## src/rtl/snpu_entropy_pool.sv

```systemverilog
// snpu_entropy_pool: synchronised oscillator fold, repetition health test, optional von Neumann
// debiaser (SNPU_VN_DEBIAS_EN), word packer and first-word-fall-through output FIFO.
module snpu_entropy_pool #(
    parameter int CHANNELS   = 8,
    parameter int RAW_W      = 16,
    parameter int WORD_W     = 16,
    parameter int FIFO_DEPTH = 4,
    parameter int REP_LIMIT  = 32
) (
    input  logic                          clk,
    input  logic                          rst,
    input  logic [CHANNELS*RAW_W-1:0]     raw_in,
    input  logic [CHANNELS-1:0]           chan_mask,
    input  logic                          freeze,
    output logic [WORD_W-1:0]             out_data,
    output logic                          out_valid,
    input  logic                          out_ready,
    output logic [$clog2(FIFO_DEPTH):0]   fill_level,
    output logic                          overflow,
    output logic                          health_fail
);
    localparam int PTR_W = $clog2(FIFO_DEPTH);
    localparam int RUN_W = $clog2(REP_LIMIT + 1);
    localparam int CNT_W = $clog2(WORD_W + 1);

    logic [CHANNELS*RAW_W-1:0] sync1, sync2;
    logic [1:0] sync_vld;
    logic fold_bit, fold_vld, fold_next, sample, trip;

    always_comb begin
        fold_next = 1'b0;
        for (int c = 0; c < CHANNELS; c++)
            fold_next = fold_next ^ (chan_mask[c] & (^sync2[c*RAW_W +: RAW_W]));
    end

    // sync_vld keeps pre-reset synchroniser contents from ever reaching the fold consumers
    always_ff @(posedge clk or posedge rst)
        if (rst) begin
            sync1    <= '0;
            sync2    <= '0;
            sync_vld <= '0;
            fold_bit <= 1'b0;
            fold_vld <= 1'b0;
        end else begin
            sync1    <= raw_in;
            sync2    <= sync1;
            sync_vld <= {sync_vld[0], 1'b1};
            if (!freeze) begin
                fold_bit <= fold_next;
                fold_vld <= sync_vld[1];
            end
        end

    assign sample = fold_vld & ~freeze & ~health_fail;

    logic [RUN_W-1:0] run, run_next;
    logic prev_bit;

    assign run_next = (run != '0 && fold_bit == prev_bit) ? run + 1'b1 : RUN_W'(1);
    assign trip     = sample && run_next == RUN_W'(REP_LIMIT);

    always_ff @(posedge clk or posedge rst)
        if (rst) begin
            run         <= '0;
            prev_bit    <= 1'b0;
            health_fail <= 1'b0;
        end else if (sample) begin
            run      <= run_next;
            prev_bit <= fold_bit;
            if (trip) health_fail <= 1'b1;
        end

    logic emit, emit_bit;

`ifdef SNPU_VN_DEBIAS_EN
    typedef enum logic {IDLE, HAVE_FIRST} pair_t;
    pair_t state, state_next;
    logic first_bit;

    always_ff @(posedge clk or posedge rst)
        if (rst) state <= IDLE;
        else if (trip) state <= IDLE;
        else state <= state_next;

    always_ff @(posedge clk or posedge rst)
        if (rst) first_bit <= 1'b0;
        else if (sample && !trip && state == IDLE) first_bit <= fold_bit;

    always_comb begin
        state_next = state;
        if (sample && !trip) state_next = (state == IDLE) ? HAVE_FIRST : IDLE;
    end

    always_comb begin
        emit     = sample && !trip && state == HAVE_FIRST && fold_bit != first_bit;
        emit_bit = first_bit;
    end
`else
    assign emit     = sample & ~trip;
    assign emit_bit = fold_bit;
`endif

    logic [WORD_W-1:0] acc, word;
    logic [CNT_W-1:0] cnt;
    logic push;

    assign word = {acc[WORD_W-2:0], emit_bit};
    assign push = emit && cnt == CNT_W'(WORD_W - 1);

    always_ff @(posedge clk or posedge rst)
        if (rst) begin
            acc <= '0;
            cnt <= '0;
        end else if (trip) begin
            acc <= '0;
            cnt <= '0;
        end else if (emit) begin
            acc <= word;
            cnt <= push ? '0 : cnt + 1'b1;
        end

    logic [WORD_W-1:0] mem [FIFO_DEPTH];
    logic [PTR_W-1:0] wr_ptr, rd_ptr;
    logic pop, do_push;

    assign out_valid = fill_level != '0 && !health_fail;
    assign out_data  = out_valid ? mem[rd_ptr] : '0;
    assign pop       = out_valid & out_ready;
    // a pop in the same cycle frees the slot, so a full FIFO still accepts the push
    assign do_push   = push & (~fill_level[PTR_W] | pop);

    always_ff @(posedge clk or posedge rst)
        if (rst) begin
            wr_ptr     <= '0;
            rd_ptr     <= '0;
            fill_level <= '0;
            overflow   <= 1'b0;
        end else if (trip) begin
            wr_ptr     <= '0;
            rd_ptr     <= '0;
            fill_level <= '0;
        end else begin
            if (do_push) wr_ptr <= wr_ptr + 1'b1;
            if (pop) rd_ptr <= rd_ptr + 1'b1;
            fill_level <= fill_level + {{PTR_W{1'b0}}, do_push} - {{PTR_W{1'b0}}, pop};
            if (push && !do_push) overflow <= 1'b1;
        end

    always_ff @(posedge clk)
        if (do_push) mem[wr_ptr] <= word;
endmodule

```

## config.mk

```make
export PLATFORM = sky130hd
export DESIGN_NAME = snpu_entropy_pool
export DESIGN_NICKNAME = d
export VERILOG_FILES = /design/src/rtl/snpu_entropy_pool.sv
export SDC_FILE = /design/constraint.sdc
export NUM_CORES = 1
export LEC_CHECK = 0
export CORE_UTILIZATION = 43
export DETAILED_ROUTE_END_ITERATION = 6
export PLACE_DENSITY = 0.79
export SYNTH_ARGS = -nofsm -noshare
export SYNTH_HDL_FRONTEND = slang
export SYNTH_SLANG_ARGS = --single-unit
export TNS_END_PERCENT = 30
```

## constraint.sdc

```tcl
create_clock -name clk -period 10.9 [get_ports clk]
set_input_delay 2.725 -clock clk [delete_from_list [all_inputs] [get_ports clk]]
set_output_delay 2.725 -clock clk [all_outputs]
set_load 0.1 [all_outputs]
```

# == Word-level counts from Yosys, hierarchy flattened ==
# Memory sizes are Yosys's and may differ from the RTL's.
# Index checks and enable logic that the tools add are counted.
# word_totals
register_bits,296
in_bits,140
ram_bits,64
output_inout_bits,22
mem_count,1
# memory_table
name,depth,word_bits,rd,rd_ports_with_merged_regs,wr,line_no,text
mem,4,16,1,0,1,122,logic [WORD_W-1:0] mem [FIFO_DEPTH];
# classes
n_addsub,6
n_bitwise,25
muxes,14
eq_ne,3
n_reduce_logical,22
# ops
cell,n
$reduce_xor A16 Y1,8
$mux W15,2
$mux W16,1
$mux W5,3
$and A1 B1 Y1,13
$mux W2,4
$xor A1 B1 Y1,7
$add A6 B1 Y6 const B,1
$eq A6 B6 Y1 const B,1
$mux W6,1
$reduce_bool A2 Y1,3
$reduce_bool A6 Y1,1
$add A5 B1 Y5 const B,1
$eq A5 B4 Y1 const B,1
$logic_and A1 B1 Y1,5
$add A2 B1 Y2 const B,2
$not A1 Y1,4
$reduce_and A2 Y1,2
$add A3 B1 Y3,1
$mux W3,1
$reduce_bool A3 Y1,1
$sub A3 B1 Y3,1
$logic_not A1 Y1,2
$mux W1,2
2 further kinds,2

# == Longest topological paths before layout ==
# logic_depth
ltp_word,12
mapped_depth,16

# == Worst setup path before layout ==
# OpenSTA, ideal clock, no wires.
# synth_timing
path_type,reg-to-output
from,register fill_level[1]
to,output out_data[10]
n_path_buf,1
path_stages_with_launch,5
path_slack_ps,4908
arrival_ps,3267
required_ps,8175
path_cell_list,dfrtp_1 > nor3_1 > nor2_1 > clkbuf_1 > and2_1
# synth_via
elab_chain_cells,3
# synth_lines
item,line_no,text
"start, declared",18,"output logic [$clog2(FIFO_DEPTH):0] fill_level,"
"start signal, assigned",145,"fill_level <= fill_level + {{PTR_W{1'b0}}, do_push} - {{PTR_W{1'b0}}, pop};"
$reduce_bool A3 Y1,126,assign out_valid = fill_level != '0 && !health_fail;
$logic_and A1 B1 Y1,126,
via out_valid,16,"output logic out_valid,"
$mux W16,127,assign out_data = out_valid ? mem[rd_ptr] : '0;
"end, declared",15,"output logic [WORD_W-1:0] out_data,"
# The timed path passes the listed nets, and every way through them passes these cells.

# == Final worst setup path ==
# layout_timing
from,register rd_ptr[0]
to,output out_data[1]
# layout_via
elab_chain_cells,2
# layout_lines
item,line_no,text
"start, declared",123,"logic [PTR_W-1:0] wr_ptr, rd_ptr;"
"start signal, assigned",144,if (pop) rd_ptr <= rd_ptr + 1'b1;
$mem_v2 Z4 W16,-,
$mux W16,127,
# Every way passes these cells.

==> summary.md <==
| Metric | Value |
|---|---|
| Die Area | 0.0284 mm2 |
| Synthesis warning total | 0 |
| Worst vdd ir | 0.140 mV |
| Worst-Skew Late Latency | 510 ps |
| Sequential area share after synthesis | 78.3% |
| Post-CTS setup buffer count | 0 |
| Detailed-route via count | 5731 |
| Final Hold Viols | 0 |
| Antenna violations before repair | 1 |
| TritonCTS clock tree | built |
| I/O Pins | 162 |
| CTS Buffer Depth | 3 |
| Unique masters post-synth | 42 |
| Slew Limit Fails | 0 |
| CP arrival | 3330 ps |
| Nets | 1037 |
| CP Data Required Time | 8180 ps |
| Most frequent cells in the layout | dfrtp_1, clkdlybuf4s50_1, xnor2_1 |
| Largest net degree at the start of global routing | 169 |
| Port bufs | 161 |
| Final min period | 6050 ps |
| Setup TNS | 0 ps |
| Syn Inst Count | 699 |
| Status | finished, final reports clean |
| Detail Route Antenna Nets | 0 |
| First-pass GRT wire length | 30700 um |
| Crit path kind | reg2out |
| Syn nets | 849 |
| Core area | 0.0270 mm2 |
| # rows | 60 |
| Pre-CTS setup slack | 4860 ps |
| Number of global-route vias before repair | 6095 |
| Final wirelength | 18700 um |
| Die H | 168 um |
| Worst setup SP type | flop |
| Slew HR | 27.7% |
| H-tree depth | 2 |
| GR Util All Layers | 14.0% |
| Syn avg cell area | 17.0 um2 |
| Via/cell ratio | 4.58 |
| Yosys reg bits | 360 |
| Post-CTS Hold Buffers | 0 |
| Area growth, synth to finish | 27.1% |
| Most common cell after layout, fill and taps aside | dfrtp_1 |
| Layout cells sized above 1 | 9.22% |
| Sinks on the clock net | 360 |
| Cell Pwr Density | 247 mW/mm2 |
| Initial DRC count | 316 |
| Pleak | 6.17 nW |
| DRT Pass-1 Iters | 4 |
| Worst-path maximum fanout | 18 |
| Post-CTS resize count | 0 |
| Hold Crit Class | reg2reg |
| Die W | 168 um |
| Clk Tree Root Cell | clkbuf_16 |
| Post-DP HPWL | 12200 um |
| Slew at the pin closest to its max-slew limit | 1080 ps |
| Final setup fails | 0 |
| Max-cap violation count | 0 |
| FMAX | 0.165 GHz |
| Drt drc | 0 |
| Mapped cell area | 0.0119 mm2 |
| Starting Density | 44.1% |
| Fin crit share | 55.5% |
| Setup crit end kind | output port |
| # diodes | 0 |
| CTS buffer count | 36 |
| Routed wire length per instance | 14.9 um |
| Skew final | 17.4 ps |
| RSZ-0062 raised after global routing | false |
| Setup WS post-layout | 4850 ps |
| CTS clk-pin slew, worst paths | 60 ps |
| Grt ovf | 0 |
| Placer's final routability congestion estimate | 0.730 |
## synth_stat cells, drive strengths merged
library cell / n / share of area, %
a211o: 3 / 0.22
a211oi: 4 / 0.34
a21boi: 2 / 0.13
a21o: 1 / 0.063
a21oi: 4 / 0.17
a22o: 1 / 0.074
a31oi: 1 / 0.053
a41o: 1 / 0.084
and2: 18 / 0.95
and3: 4 / 0.21
buf: 3 / 0.13
clkbuf: 12 / 0.38
conb: 1 / 0.031
dfrtp: 296 / 62
edfxtp: 64 / 16
fa: 1 / 0.17
ha: 9 / 0.95
inv: 13 / 0.41
mux2: 1 / 0.095
mux4: 16 / 3.0
nand2: 48 / 1.5
nand2b: 2 / 0.11
nand3: 4 / 0.17
nor2: 11 / 0.35
nor2b: 1 / 0.053
nor3: 6 / 0.25
nor3b: 1 / 0.063
nor4: 1 / 0.11
o211a: 4 / 0.34
o211ai: 3 / 0.19
o21ai: 27 / 1.2
o22ai: 1 / 0.053
o31a: 1 / 0.074
or2: 2 / 0.11
or3: 1 / 0.053
or3b: 1 / 0.074
or4b: 1 / 0.084
xnor2: 114 / 8.4
xor2: 15 / 1.1
## path summary, 6_finish.rpt
path	from	endpoint	slack (ps)	cells past startpoint
max in group asynchronous	rst	sync2[106]	6680	3
hold / removal	sync1[125]	sync2[125]	330	0
setup / recovery	rd_ptr[0]	out_data[1]	4850	3
setup reg to reg	fill_level[1]	fill_level[2]	7230	14
min in group asynchronous	rst	sync2[91]	2740	2
hold reg to reg	sync1[125]	sync2[125]	330	0
## area by class of cell
type                       instances  area [um2]
timing repair buffer             165        1650
clock inverter                    19         256
sequential                       360        9330
tap                              341         427
clock buffer                      43         947
inverter                          13        52.6
multi-input combinational        311        2480
fill                            2050       11900
## critical path: stages (launching register included)
cell             delay [ps]
dfrtp_1                1050
mux4_2                  620
and2_1                  170
clkdlybuf4s50_1         960
## where the power goes
part	internal (mW)	switching, mW	leakage, nW	total (mW)
clock	0.744	0.483	0.586	1.23
combinational	0.331	0.575	1.51	0.906
sequential	1.49	0.117	4.07	1.61
total	2.57	1.18	6.17	3.74
## per-stage QoR
stage / power, mW / hold WS (ps) / std cells / instance area, um2 / util, %
6_report: 3.74 / 332 / 1252 / 15100 / 56.0
3_3_place_gp: 2.53 / 332 / 1190 / 13900 / 51.6
2_1_floorplan: 2.31 / 331 / 699 / 11900 / -
4_1_cts: 3.80 / 336 / 1252 / 15100 / 56.0
3_5_place_dp: 2.55 / 335 / 1190 / 13900 / 51.6
5_1_grt: 3.91 / 345 / 1252 / 15100 / 56.0
## cells by family (layout without fill, tap and decap cells)
| group | count (synthesis) | count (layout) | synth area share [%] |
|---|---|---|---|
| AO/OA/AOI/OAI | 53 | 53 | 2.94 |
| AND/OR/NAND/NOR | 101 | 101 | 4.08 |
| XOR/XNOR | 129 | 129 | 9.49 |
| flip-flops | 360 | 360 | 78.3 |
| adder cells (fa/ha/maj) | 10 | 10 | 1.11 |
| multiplexers | 17 | 17 | 3.12 |
| other | 1 | 1 | 0.0315 |
| buffers and inverters | 28 | 240 | 0.914 |
## registers in the layout (all words and copies together) (netlist names)
| register | flops |
|---|---|
| prev_bit | 1 |
| fill_level | 3 |
| overflow | 1 |
| fold_vld | 1 |
| rd_ptr | 2 |
| run | 6 |
| acc | 15 |
| wr_ptr | 2 |
| cnt | 5 |
| emit_bit | 1 |
| mem | 64 |
| sync1 | 128 |
| health_fail | 1 |
| sync_vld | 2 |
| sync2 | 128 |
## per-layer routing
metal  vias to the layer above  global-route usage [%]  share of wire [%]
met1                      2826                    17.0                 40
met2                       165                    24.6                 52
li1                       2700                       -                  -
met5                         -                       0              0.043
met3                        38                    3.60                5.3
met4                         2                    4.47                2.1
Note: power is estimated with default switching activity, not from simulation.
